--- src/rtl/aes_pkg.sv ---
// Shared constants for the reduced-width AES core: key lengths, round counts,
// FSM and update encodings, GF(2^4) reduction term and the inverse S-box.
package aes_pkg;

   localparam logic       KEYLEN_128 = 1'b0;
   localparam logic       KEYLEN_256 = 1'b1;
   localparam logic [3:0] NR_128     = 4'ha;
   localparam logic [3:0] NR_256     = 4'he;

   // x^4 + x + 1: an x^4 overflow folds back into the low bits as 4'h3
   localparam logic [3:0] GF_POLY = 4'h3;

   typedef enum logic [2:0] {
      CTRL_IDLE = 3'd0,
      CTRL_INIT = 3'd1,
      CTRL_SBOX = 3'd2,
      CTRL_MAIN = 3'd3
   } ctrl_state_e;

   localparam logic [2:0] UPD_NONE  = 3'd0;
   localparam logic [2:0] UPD_INIT  = 3'd1;
   localparam logic [2:0] UPD_SBOX  = 3'd2;
   localparam logic [2:0] UPD_MAIN  = 3'd3;
   localparam logic [2:0] UPD_FINAL = 3'd4;

   localparam logic [3:0] INV_SBOX [16] = '{
      4'h5, 4'he, 4'hf, 4'h8, 4'hc, 4'h1, 4'h2, 4'hd,
      4'hb, 4'h4, 4'h6, 4'h3, 4'h0, 4'h7, 4'h9, 4'ha
   };

   function automatic logic [3:0] num_rounds(input logic keylen);
      return (keylen == KEYLEN_128) ? NR_128 : NR_256;
   endfunction

endpackage

--- src/rtl/aes_inv_sbox16.sv ---
// Combinational inverse S-box over one 16-bit column word (four cell lookups).
module aes_inv_sbox16
   import aes_pkg::*;
(
   input  logic [15:0] word_i,
   output logic [15:0] word_o
);

   for (genvar i = 0; i < 4; i++) begin : g_cell
      assign word_o[4*i +: 4] = INV_SBOX[word_i[4*i +: 4]];
   end

endmodule

--- src/rtl/aes_decipher_block.sv ---
// Iterative decipher datapath: 64-bit block of 4-bit cells, round keys consumed nr..0.
// Define AES_DEC_PARALLEL_SBOX_EN to substitute all four words in a single cycle.
module aes_decipher_block
   import aes_pkg::*;
(
   input  logic        clk,
   input  logic        reset_n,
   input  logic        next,
   input  logic        keylen,
   output logic [3:0]  round,
   input  logic [63:0] round_key,
   input  logic [63:0] block,
   output logic [63:0] new_block,
   output logic        ready
);

   ctrl_state_e fsm_q, fsm_d;
   logic [63:0] block_q, block_d;
   logic        ready_q, ready_d;
   logic [3:0]  round_ctr_q, round_ctr_d, round_dec;
   logic [1:0]  sword_ctr_q, sword_ctr_d;
   logic [2:0]  upd;

   function automatic logic [3:0] gm2(input logic [3:0] a);
      return {a[2:0], 1'b0} ^ (GF_POLY & {4{a[3]}});
   endfunction

   // Row k uses the coefficients (E,B,D,9) rotated right by k.
   function automatic logic [15:0] inv_mix_col(input logic [15:0] w);
      logic [3:0] b [4];
      logic [3:0] m9 [4];
      logic [3:0] mb [4];
      logic [3:0] md [4];
      logic [3:0] me [4];
      logic [3:0] x2, x4, x8;
      for (int i = 0; i < 4; i++) begin
         b[i]  = w[15 - 4*i -: 4];
         x2    = gm2(b[i]);
         x4    = gm2(x2);
         x8    = gm2(x4);
         m9[i] = x8 ^ b[i];
         mb[i] = x8 ^ x2 ^ b[i];
         md[i] = x8 ^ x4 ^ b[i];
         me[i] = x8 ^ x4 ^ x2;
      end
      return {me[0] ^ mb[1] ^ md[2] ^ m9[3],
              m9[0] ^ me[1] ^ mb[2] ^ md[3],
              md[0] ^ m9[1] ^ me[2] ^ mb[3],
              mb[0] ^ md[1] ^ m9[2] ^ me[3]};
   endfunction

   function automatic logic [63:0] inv_mix(input logic [63:0] s);
      return {inv_mix_col(s[63:48]), inv_mix_col(s[47:32]),
              inv_mix_col(s[31:16]), inv_mix_col(s[15:0])};
   endfunction

   function automatic logic [63:0] inv_shift(input logic [63:0] s);
      logic [63:0] o;
      o = '0;
      for (int j = 0; j < 4; j++) begin
         for (int r = 0; r < 4; r++) begin
            o[63 - 16*j - 4*r -: 4] = s[63 - 16*((j + r) % 4) - 4*r -: 4];
         end
      end
      return o;
   endfunction

`ifdef AES_DEC_PARALLEL_SBOX_EN
   logic [63:0] sbox_all;

   for (genvar g = 0; g < 4; g++) begin : g_sbox
      aes_inv_sbox16 u_sbox (
         .word_i (block_q[16*g +: 16]),
         .word_o (sbox_all[16*g +: 16])
      );
   end
`else
   logic [15:0] sbox_in, sbox_out;

   always_comb begin
      case (sword_ctr_q)
         2'd0: sbox_in = block_q[63:48];
         2'd1: sbox_in = block_q[47:32];
         2'd2: sbox_in = block_q[31:16];
         2'd3: sbox_in = block_q[15:0];
      endcase
   end

   aes_inv_sbox16 u_sbox (
      .word_i (sbox_in),
      .word_o (sbox_out)
   );
`endif

   assign round_dec = (round_ctr_q == 4'd0) ? 4'd0 : round_ctr_q - 4'd1;

   always_comb begin
      fsm_d       = fsm_q;
      upd         = UPD_NONE;
      ready_d     = ready_q;
      round_ctr_d = round_ctr_q;
      sword_ctr_d = sword_ctr_q;
      case (fsm_q)
         CTRL_IDLE: begin
            if (next) begin
               ready_d     = 1'b0;
               round_ctr_d = num_rounds(keylen);
               fsm_d       = CTRL_INIT;
            end
         end
         CTRL_INIT: begin
            upd         = UPD_INIT;
            round_ctr_d = round_dec;
            sword_ctr_d = 2'd0;
            fsm_d       = CTRL_SBOX;
         end
         CTRL_SBOX: begin
            upd = UPD_SBOX;
`ifdef AES_DEC_PARALLEL_SBOX_EN
            fsm_d = CTRL_MAIN;
`else
            sword_ctr_d = sword_ctr_q + 2'd1;
            if (sword_ctr_q == 2'd3) fsm_d = CTRL_MAIN;
`endif
         end
         CTRL_MAIN: begin
            if (round_ctr_q != 4'd0) begin
               upd         = UPD_MAIN;
               round_ctr_d = round_dec;
               sword_ctr_d = 2'd0;
               fsm_d       = CTRL_SBOX;
            end else begin
               upd     = UPD_FINAL;
               ready_d = 1'b1;
               fsm_d   = CTRL_IDLE;
            end
         end
         default: fsm_d = CTRL_IDLE;
      endcase
   end

   always_comb begin
      block_d = block_q;
      case (upd)
         UPD_INIT: block_d = inv_shift(block ^ round_key);
         UPD_SBOX: begin
`ifdef AES_DEC_PARALLEL_SBOX_EN
            block_d = sbox_all;
`else
            case (sword_ctr_q)
               2'd0: block_d[63:48] = sbox_out;
               2'd1: block_d[47:32] = sbox_out;
               2'd2: block_d[31:16] = sbox_out;
               2'd3: block_d[15:0]  = sbox_out;
            endcase
`endif
         end
         UPD_MAIN:  block_d = inv_shift(inv_mix(block_q ^ round_key));
         UPD_FINAL: block_d = block_q ^ round_key;
         default:   block_d = block_q;
      endcase
   end

   always_ff @(posedge clk or negedge reset_n) begin
      if (!reset_n) begin
         fsm_q       <= CTRL_IDLE;
         block_q     <= '0;
         ready_q     <= 1'b1;
         round_ctr_q <= 4'd0;
         sword_ctr_q <= 2'd0;
      end else begin
         fsm_q       <= fsm_d;
         block_q     <= block_d;
         ready_q     <= ready_d;
         round_ctr_q <= round_ctr_d;
         sword_ctr_q <= sword_ctr_d;
      end
   end

   assign new_block = block_q;
   assign ready     = ready_q;
   assign round     = round_ctr_q;

endmodule

--- config.mk ---
export PLATFORM = sky130hd
export DESIGN_NAME = aes_decipher_block
export DESIGN_NICKNAME = d
export VERILOG_FILES = /design/src/rtl/aes_pkg.sv /design/src/rtl/aes_inv_sbox16.sv /design/src/rtl/aes_decipher_block.sv
export SDC_FILE = /design/constraint.sdc
export NUM_CORES = 1
export LEC_CHECK = 0
export BUFFER_PORTS_ARGS = -buffer_cell sky130_fd_sc_hd__buf_2
export CAP_MARGIN = 20
export CORE_MARGIN = 3
export CORE_UTILIZATION = 50
export CTS_BUF_LIST = sky130_fd_sc_hd__clkbuf_4 sky130_fd_sc_hd__clkbuf_8
export CTS_CLUSTER_SIZE = 25
export DETAILED_ROUTE_END_ITERATION = 12
export PLACE_DENSITY = 0.82
export SYNTH_ARGS = -nofsm -noshare
export SYNTH_HDL_FRONTEND = slang
export SYNTH_HIERARCHICAL = 1
export SYNTH_SLANG_ARGS = --single-unit
--- constraint.sdc ---
create_clock -name clk -period 11.95 [get_ports clk]
set_input_delay 1.7925 -clock clk [delete_from_list [all_inputs] [get_ports clk]]
set_output_delay 1.7925 -clock clk [all_outputs]
set_load 0.03 [all_outputs]
; ---- Word level (Yosys, flattened, before mapping)
; Memory sizes are Yosys's and may differ from the RTL's.
; Cells that the tools add are included.
[classes]
addsub = 2
n_mul = 0
div_mod_pow = 0
n_lt_le_gt_ge = 4
n_eq_ne = 18
shift = 0
n_mux = 30
n_bitwise = 198
n_reduce_logical = 16
[op_table]
columns = op, n
row1 = $xor 4x4->4, 144
row2 = $pmux 64 s4, 1
row3 = $xor 4x2->4, 48
row4 = $xor 64x64->64, 2
row5 = $mux 16, 4
row6 = $pmux 16 s4, 1
row7 = $mux 4, 11
row8 = $ge 5x5->1 const B, 4
row9 = $not 4->5, 4
row10 = $eq 3x2->1 const B, 4
row11 = $mux 3, 4
row12 = $ne 2x2->1 const B, 6
row13 = $pmux 3 s4, 1
row14 = $pmux 4 s3, 1
row15 = $reduce_and 2->1, 6
row16 = $pmux 3 s3, 1
row17 = $reduce_bool 4->1, 2
row18 = $eq 3x1->1 const B, 2
row19 = $pmux 2 s3, 1
row20 = $reduce_and 3->1, 2
row21 = $reduce_bool 3->1, 2
row22 = $eq 2x2->1 const B, 2
row23 = $logic_not 4->1, 1
row24 = $mux 2, 2
row25 = other kinds (10), 12
[word_totals]
regBits = 74
latchBits = 0
mem_bits_rw = 0
rom_bits = 256
input_bits = 132
output_inout_bits = 69
n_memories = 4
[memory_table]
columns = name, depth, width, read_ports, rd_ports_with_merged_regs, write_ports, line_no
row1 = (no name shown), 16, 4, 1, 0, 0, aes_inv_sbox16.sv:10  ; assign word_o[4*i +: 4] = INV_SBOX[word_i[4*i +: 4]];
row2 = (no name shown), 16, 4, 1, 0, 0, aes_inv_sbox16.sv:10
row3 = (no name shown), 16, 4, 1, 0, 0, aes_inv_sbox16.sv:10
row4 = (no name shown), 16, 4, 1, 0, 0, aes_inv_sbox16.sv:10

; ---- Depth between registers and ports, before layout
; Gate-level depths: netlist of run 1.
[logic_depth]
word_depth = 10
depth_mapped = 17
ltp_nobuf = 15

; ---- Modules after synthesis
; The synthesis of run 1 kept the hierarchy.
[by_module_without_submodules]
columns = mod, instances, cells_each, area_per_inst_um2
row1 = aes_decipher_block, 1, 1023, 9482.8
row2 = aes_inv_sbox16, 1, 97, 790.8

; ---- Least setup slack after synthesis of run 1
; No wires, ideal clock.
[synth_path]
path_type = register to register
from = register sword_ctr_q[0]
to = register block_q[25], in the netlist new_block[25]
setup_time_ps = 121
t_arrival_ps = 3706
path_slack_ps = 8123
stages_incl_launch_ff = 16
path_buffers = 3
period_less_slack_ps = 3827
cell_sequence = dfrtp_1 -> inv_1 -> ha_1 -> clkbuf_1 -> buf_1 -> buf_1 -> mux2i_1 -> inv_1 -> ha_1 -> mux4_2 -> inv_1 -> a21oi_1 -> nor2_1 -> o21ai_1 -> o21a_1 -> o22a_1
[synth_between]
elab_chain_cells = 8
word_cells_on_any_way = 13
cone_classes = eq/ne: 4 / mux: 5 / bitwise: 1 / reduce/logical: 2 / memory: 1
[synth_lines]
columns = item, line_no
row1 = "start, declared", aes_decipher_block.sv:21  ; logic [1:0] sword_ctr_q, sword_ctr_d;
row2 = "start signal, assigned", aes_decipher_block.sv:176  ; sword_ctr_q <= sword_ctr_d;
row3 = "$eq 2x2->1, or another cell as far along", aes_decipher_block.sv:81  ; case (sword_ctr_q)
row4 = $pmux 16 s4 *, aes_decipher_block.sv:81
row5 = named net sbox_in[8], aes_decipher_block.sv:78  ; logic [15:0] sbox_in, sbox_out;
row6 = $not 4->5 (not written as such) *, aes_inv_sbox16.sv:10
row7 = $mem_v2 16x4 *, -
row8 = $mux 4 (not written as such) * (2 in a row), aes_inv_sbox16.sv:10
row9 = named net sbox_out[9], aes_decipher_block.sv:78
row10 = $mux 16 *, aes_decipher_block.sv:150  ; case (sword_ctr_q)
row11 = $pmux 64 s4 *, aes_decipher_block.sv:144  ; case (upd)
row12 = "end signal, assigned", aes_decipher_block.sv:173  ; block_q <= block_d;
row13 = "end, declared", aes_decipher_block.sv:18  ; logic [63:0] block_q, block_d;
; The timed path passes the listed nets; every way through them passes the cells marked *. The select of a mux whose other input is x is not followed.
; A chain may end at the register's enable or synchronous reset.

; ---- Final worst setup path of run 1
[layout_path]
from = register sword_ctr_q[0]
to = register block_q[5], in the netlist new_block[5]
; Same word-level chain as after synthesis.

==> out/metrics.cfg, run 1 <==
[run_status]
status = finished, final reports clean

[timing]
tns_ns = 0
slew_headroom_pct = 26.38
max_freq_mhz = 233.8
hold_viol = 0
fin_crit_sh_pct = 35.79
slew_violations = 0
rsz0062_at_grt = false
finalSetupViolCount = 0
post-route-min-period_ns = 4.276
worstMarginPinSlew_ns = 1.093
fin_skew_ns = 0.01663

[layout]
fin_nets = 1444
fin_area_sq_um = 11660
drive_gt1_share_pct = 21.41
area_growth_pct = 13.51
num-fill-cells = 1714
antenna_cells = 0

[setup_path]
cp_num_cells = 14
crit_family = multiplexers
reg2reg_to = new_block[5]
critPathLaunchType = register
crit_fanout = 20
cp_slowest_cell = mux2i_1
reg2reg_from = sword_ctr_q[0]
endpoint_kind = register
r2r_cells = 14
cp.required_ns = 12.23
cp_num_buf_inv = 4
critPathKind = register to register
path_cells = inv_1 > ha_1 > buf_4 > a222oi_1 > mux2i_1 > inv_1 > ha_1 > mux4_1 > inv_1 > a21oi_1 > nor2_1 > o21ai_1 > o21a_1 > o22a_1
crit_arrival_ns = 4.56
r2r_slack_ns = 7.67
timing.critical_path.from = sword_ctr_q[0]
cp-endpoint = new_block[5]
worst_path_largest_cell_delay_ns = 0.52
timing.critical_path.mode_cell = inv_1

[clock_network]
clockRootBuffer = clkbuf_8
cts_sinks = 73
clk_pin_slew_ns = 0.10
cts.path.max_buffers = 2
cts_made_buffers = 9
ctsHoldBuffers = 0
cts_tree = built
clock_latency_ns = 0.39
post-cts-setup-buffer-count = 0
cts_resized = 0
htree_num_levels = 3

[min_path]
min_path_cells = 2
min_path_type = register to register

[yosys]
synth_edf_count = 0
yosysMostFrequentCell = xnor2_1
synth_top_cell_area_share_pct = 17.99
synth_common_cells = xnor2_1 (211), a21oi_1 (147), nor2_1 (103)
synth_area_sq_um = 10270
synth-async-reset-ratio_pct = 100.0
synth_area_leader_cell = xnor2_1
yosysSeqAreaShare_pct = 17.79
synth_ff_type = dfrtp_1
syn_inst = 1120
ys_seq_elements = 73
ys_warn_count = 6
postSynthAreaPerCell_sq_um = 9.173
synth.area.top_cells = xnor2_1 (18%), dfrtp_1 (18%), xnor3_1 (14%), a21oi_1 (7.2%), nor2_1 (3.8%)
synth_nets = 1280
ys_types = 57

[route]
dr.first_iter.drc_count = 1265
firstDrtPassIters = 9
drc_errors = 0
via_per_inst = 6.297
totalWireLength_um = 38240
routedWlPerCell_um = 24.61
route.antenna.remaining_nets = 0
via_count = 9786

[grt]
track_usage_pct = 33.61
grt-ovfl-total = 0
grt_antenna_before_repair = 0
grt_max_degree = 77
grt_pass1_vias = 9314
grt_first_pass_wirelength_um = 56570

[job]
cap_violations = 0

[floorplan]
die_area_sq_um = 22300
die_w_um = 149.3
rows = 51
initial_core_util_pct = 51.77
io_pins = 201
core_sq_um = 19850
die_y_um = 149.3

[placed_design]
portBuffers = 200
hpwl_um = 28740
dpl_cell_area_sq_um = 11470
gp_congestion = 1.049

## worst min-delay path by stage
stage                   startpoint        endpoint  slack [ns]
floorplan           sword_ctr_q[1]  sword_ctr_q[1]        0.53
global placement             ready           ready        0.48
detailed placement           ready           ready        0.47
CTS                          ready           ready        0.49
global route                 ready           ready        0.54
finish                       ready           ready        0.49
## state kept, by name, summed over array words and instances, names as in the netlist
register	count
fsm_q	2
new_block	64
ready	1
round	4
sword_ctr_q	2
## metrics by stage
step	worst slack (ns)	hold slack, ns	utilization [%]	cells
floorplan	8.123	0.5264	-	1120
global placement	7.665	0.4756	57.75	1536
detailed placement	7.695	0.4710	57.79	1537
CTS	7.795	0.4916	58.72	1553
global route	7.568	0.5373	58.76	1554
finish	7.674	0.4948	58.76	1554
## per-layer routing
metal / global-route usage [%] / wire (um) / share of wire, %
met4: 13.96 / 1663 / 4.3
met5: 0 / 0 / 0
met2: 51.04 / 16930 / 44
met1: 45.89 / 14670 / 38
met3: 8.538 / 4974 / 13
## layout by cell type, fill, tap and decap left out, drive strengths merged, types with 4 or more instances in the layout
| master | count |
|---|---|
| xnor2 | 228 |
| buf | 215 |
| a21oi | 147 |
| nor2 | 103 |
| dfrtp | 72 |
| xnor3 | 65 |
| inv | 60 |
| o21ai | 54 |
| xor2 | 53 |
| nand2 | 42 |
| ha | 28 |
| mux2i | 18 |
| a222oi | 16 |
| a211oi | 16 |
| a221oi | 14 |
| o21a | 13 |
| a2bb2oi | 11 |
| clkbuf | 11 |
| o31ai | 10 |
| o22a | 9 |
| a311oi | 9 |
| xor3 | 8 |
| or2 | 8 |
| o221a | 8 |
| a2111oi | 8 |
| nor2b | 6 |
| o221ai | 6 |
| nor3 | 5 |
| nand2b | 5 |
| o22ai | 5 |
| o211ai | 5 |
| mux4 | 5 |
| a21o | 4 |
## cells by family after synthesis
group / synth area share (%)
xor gates and xnor gates: 42.36
AOI/OAI and AO/OA: 21.87
buffers and inverters: 4.628
DFF: 17.79
muxes: 2.886
and+or+nand+nor: 7.052
adders and majority gates: 3.410
## worst register-to-register path: cells and delay by family, from the launching register on
family,cells,cell delay [ns]
buf+inv,4,0.87
mux,2,1.04
simple gates,1,0.13
flops,1,0.46
compound gates,5,0.77
fa+ha+maj,2,0.89
## cell type report
class	count	area [sq um]	area share [%]
repair buffers	215	1116	9.571
clock inverters	5	40.04	0.3433
inverters	59	221.5	1.899
flip-flops and latches	73	1833	15.72
multi-input cells	926	7974	68.38
clock buffers	11	145.1	1.245
well taps	265	331.6	2.843
Power of run 1 is left out: the tool's default activity adds up to more than one toggle a clock period on the data nets, which glitch-free logic cannot reach.
==> run 2: changes to the inputs <==
--- a/config.mk
+++ b/config.mk
@@ -12,7 +12,7 @@
 export CTS_BUF_LIST = sky130_fd_sc_hd__clkbuf_4 sky130_fd_sc_hd__clkbuf_8
 export CTS_CLUSTER_SIZE = 25
 export DETAILED_ROUTE_END_ITERATION = 12
-export PLACE_DENSITY = 0.82
+export PLACE_DENSITY = 0.85
 export SYNTH_ARGS = -nofsm -noshare
 export SYNTH_HDL_FRONTEND = slang
 export SYNTH_HIERARCHICAL = 1
==> constraint.sdc (replaced) <==
create_clock -name clk -period 3.6 [get_ports clk]
set_input_delay 0.54 -clock clk [delete_from_list [all_inputs] [get_ports clk]]
set_output_delay 0.54 -clock clk [all_outputs]
set_load 0.03 [all_outputs]
==> out/metrics.cfg, run 2 (same netlist as run 1, synthesis figures left out) <==
[setup_path]
crit_arrival_ns = 3.64  ; -0.92 ns
crit_fanout = 9  ; -55%
critPathKind = register to register
critPathLaunchType = register
endpoint_kind = register
cp.required_ns = 3.82  ; -8.41 ns

[layout]
fin_area_sq_um = 12110  ; +3.9%
final_common_cell = xnor2_1
fin_nets = 1493  ; +3.4%
final_cell_mix = xnor2_1 (211), buf_2 (199), a21oi_1 (147), nor2_1 (103), dfrtp_1 (69)
area_growth_pct = 17.91
largest_reg_flops = 64  ; unchanged
drive_gt1_share_pct = 24.44  ; +3.0 points
num-fill-cells = 1667  ; -2.7%
antenna_cells = 0  ; unchanged

[route]
drc_errors = 0  ; unchanged
totalWireLength_um = 38670  ; +1.1%
firstDrtPassIters = 7  ; -2
routedWlPerCell_um = 24.12  ; -2.0%
via_per_inst = 6.228  ; -1.1%
via_count = 9984  ; +2.0%
route.antenna.remaining_nets = 0  ; unchanged
dr.first_iter.drc_count = 1465  ; +16%

[timing]
hold_viol = 0  ; unchanged
worstMarginPinSlew_ns = 1.067  ; -0.02585 ns
post-route-min-period_ns = 3.413  ; -0.8639 ns
slew_violations = 0  ; unchanged
rsz0062_at_grt = false
worst_slack_ns = 0.1874  ; -7.486 ns
finalSetupViolCount = 0  ; unchanged
fin_skew_ns = 0.01362  ; -0.003003 ns
max_freq_mhz = 293.0  ; +25%
slew_headroom_pct = 28.87  ; +2.5 points
fin_crit_sh_pct = 94.79  ; +59 points

[min_path]
min_path_type = primary input to async pin

[placed_design]
portBuffers = 200  ; unchanged
dp_slack_ns = -0.07205  ; -7.767 ns
gp_congestion = 1.050  ; about the same
dpl_cell_area_sq_um = 11850  ; +3.3%
hpwl_um = 30180  ; +5.0%

[run_status]
status = finished, final reports clean

[grt]
global_route.usage.met1_pct = 46.02  ; +0.13 points
track_usage_pct = 34.32  ; +0.71 points
grt_first_pass_wirelength_um = 57440  ; +1.5%
met2_usage_pct = 51.33  ; +0.29 points
grt-ovfl-total = 0  ; unchanged
grt_pass1_vias = 9555  ; +2.6%
use_met3_pct = 8.903  ; +0.36 points
grt.busiest_layer = met2
grt_antenna_before_repair = 0  ; unchanged
grt_max_degree = 66  ; -14%

[floorplan]
die_w_um = 149.3  ; unchanged
core_sq_um = 19850  ; unchanged
die_y_um = 149.3  ; unchanged
initial_core_util_pct = 51.77  ; unchanged
die_area_sq_um = 22300  ; unchanged
rows = 51  ; unchanged
io_pins = 201  ; unchanged

[clock_network]
clock_latency_ns = 0.40  ; about the same
htree_num_levels = 3  ; unchanged
clockRootBuffer = clkbuf_8
ctsHoldBuffers = 0  ; unchanged
cts_sinks = 73  ; unchanged
cts_tree = built
cts.path.max_buffers = 2  ; unchanged
clk_pin_slew_ns = 0.09  ; about the same
cts_made_buffers = 9  ; unchanged

[job]
cap_violations = 0  ; unchanged

==> run 2: what timing repair did <==
action / 4_1_cts / 5_1_grt
gates resized for setup: 1 / 3
setup buffers: 0 / 1
pin swaps: 0 / 0
endpoints found under the setup margin: 4 / 7
==> run 2: worst paths after layout <==
check | startpoint | end | slack (ns) | cells past startpoint
setup / recovery | sword_ctr_q[1] | new_block[39] | 0.19 | 13
setup reg to reg | sword_ctr_q[1] | new_block[39] | 0.19 | 13
max in group asynchronous | reset_n | new_block[0] | 2.56 | 2
min in group clk | keylen | round[2] | 0.43 | 3
hold reg to reg | ready | ready | 0.50 | 2
hold / removal | reset_n | new_block[10] | 0.27 | 1
==> run 2: routing by layer <==
layer / wire length, um / share of wire [%]
met2: 16790 / 43
met5: 0 / 0
met4: 2282 / 5.9
met1: 14280 / 37
met3: 5319 / 14
==> run 2: critical path, cell delays in order, from the launching register on <==
cell       delay, ns
dfrtp_1         0.43
inv_1           0.11
ha_1            0.20
buf_4           0.18
buf_4           0.18
a222oi_1        0.42
mux2i_1         0.17
buf_4           0.20
a21oi_1         0.17
a21oi_1         0.09
inv_1           0.18
a21oi_1         0.10
a2111oi_0       0.69
a311oi_1        0.12
==> run 2: layout make-up <==
cell class	count	area, sq um	area share (%)
clock buffer	9	123.9	1.023
timing repair buffer	264	1496	12.35
sequential	73	1834	15.14
tap	265	331.6	2.737
clock inverter	7	118.9	0.9812
inverter	59	221.5	1.828
multi-input combinational	926	7988	65.94
==> run 2: stage by stage <==
stage               hold WS [ns]  std cells  TNS, ns  util (%)
CTS                       0.2683       1602        0     60.93
global placement          0.4765       1586        0     59.69
global route              0.3112       1603        0     61.04
detailed placement        0.4785       1586  -0.1217     59.69
floorplan                 0.2444       1120        0         -
finish                    0.2711       1603        0     61.04
Power of run 2 is left out for the same reason.
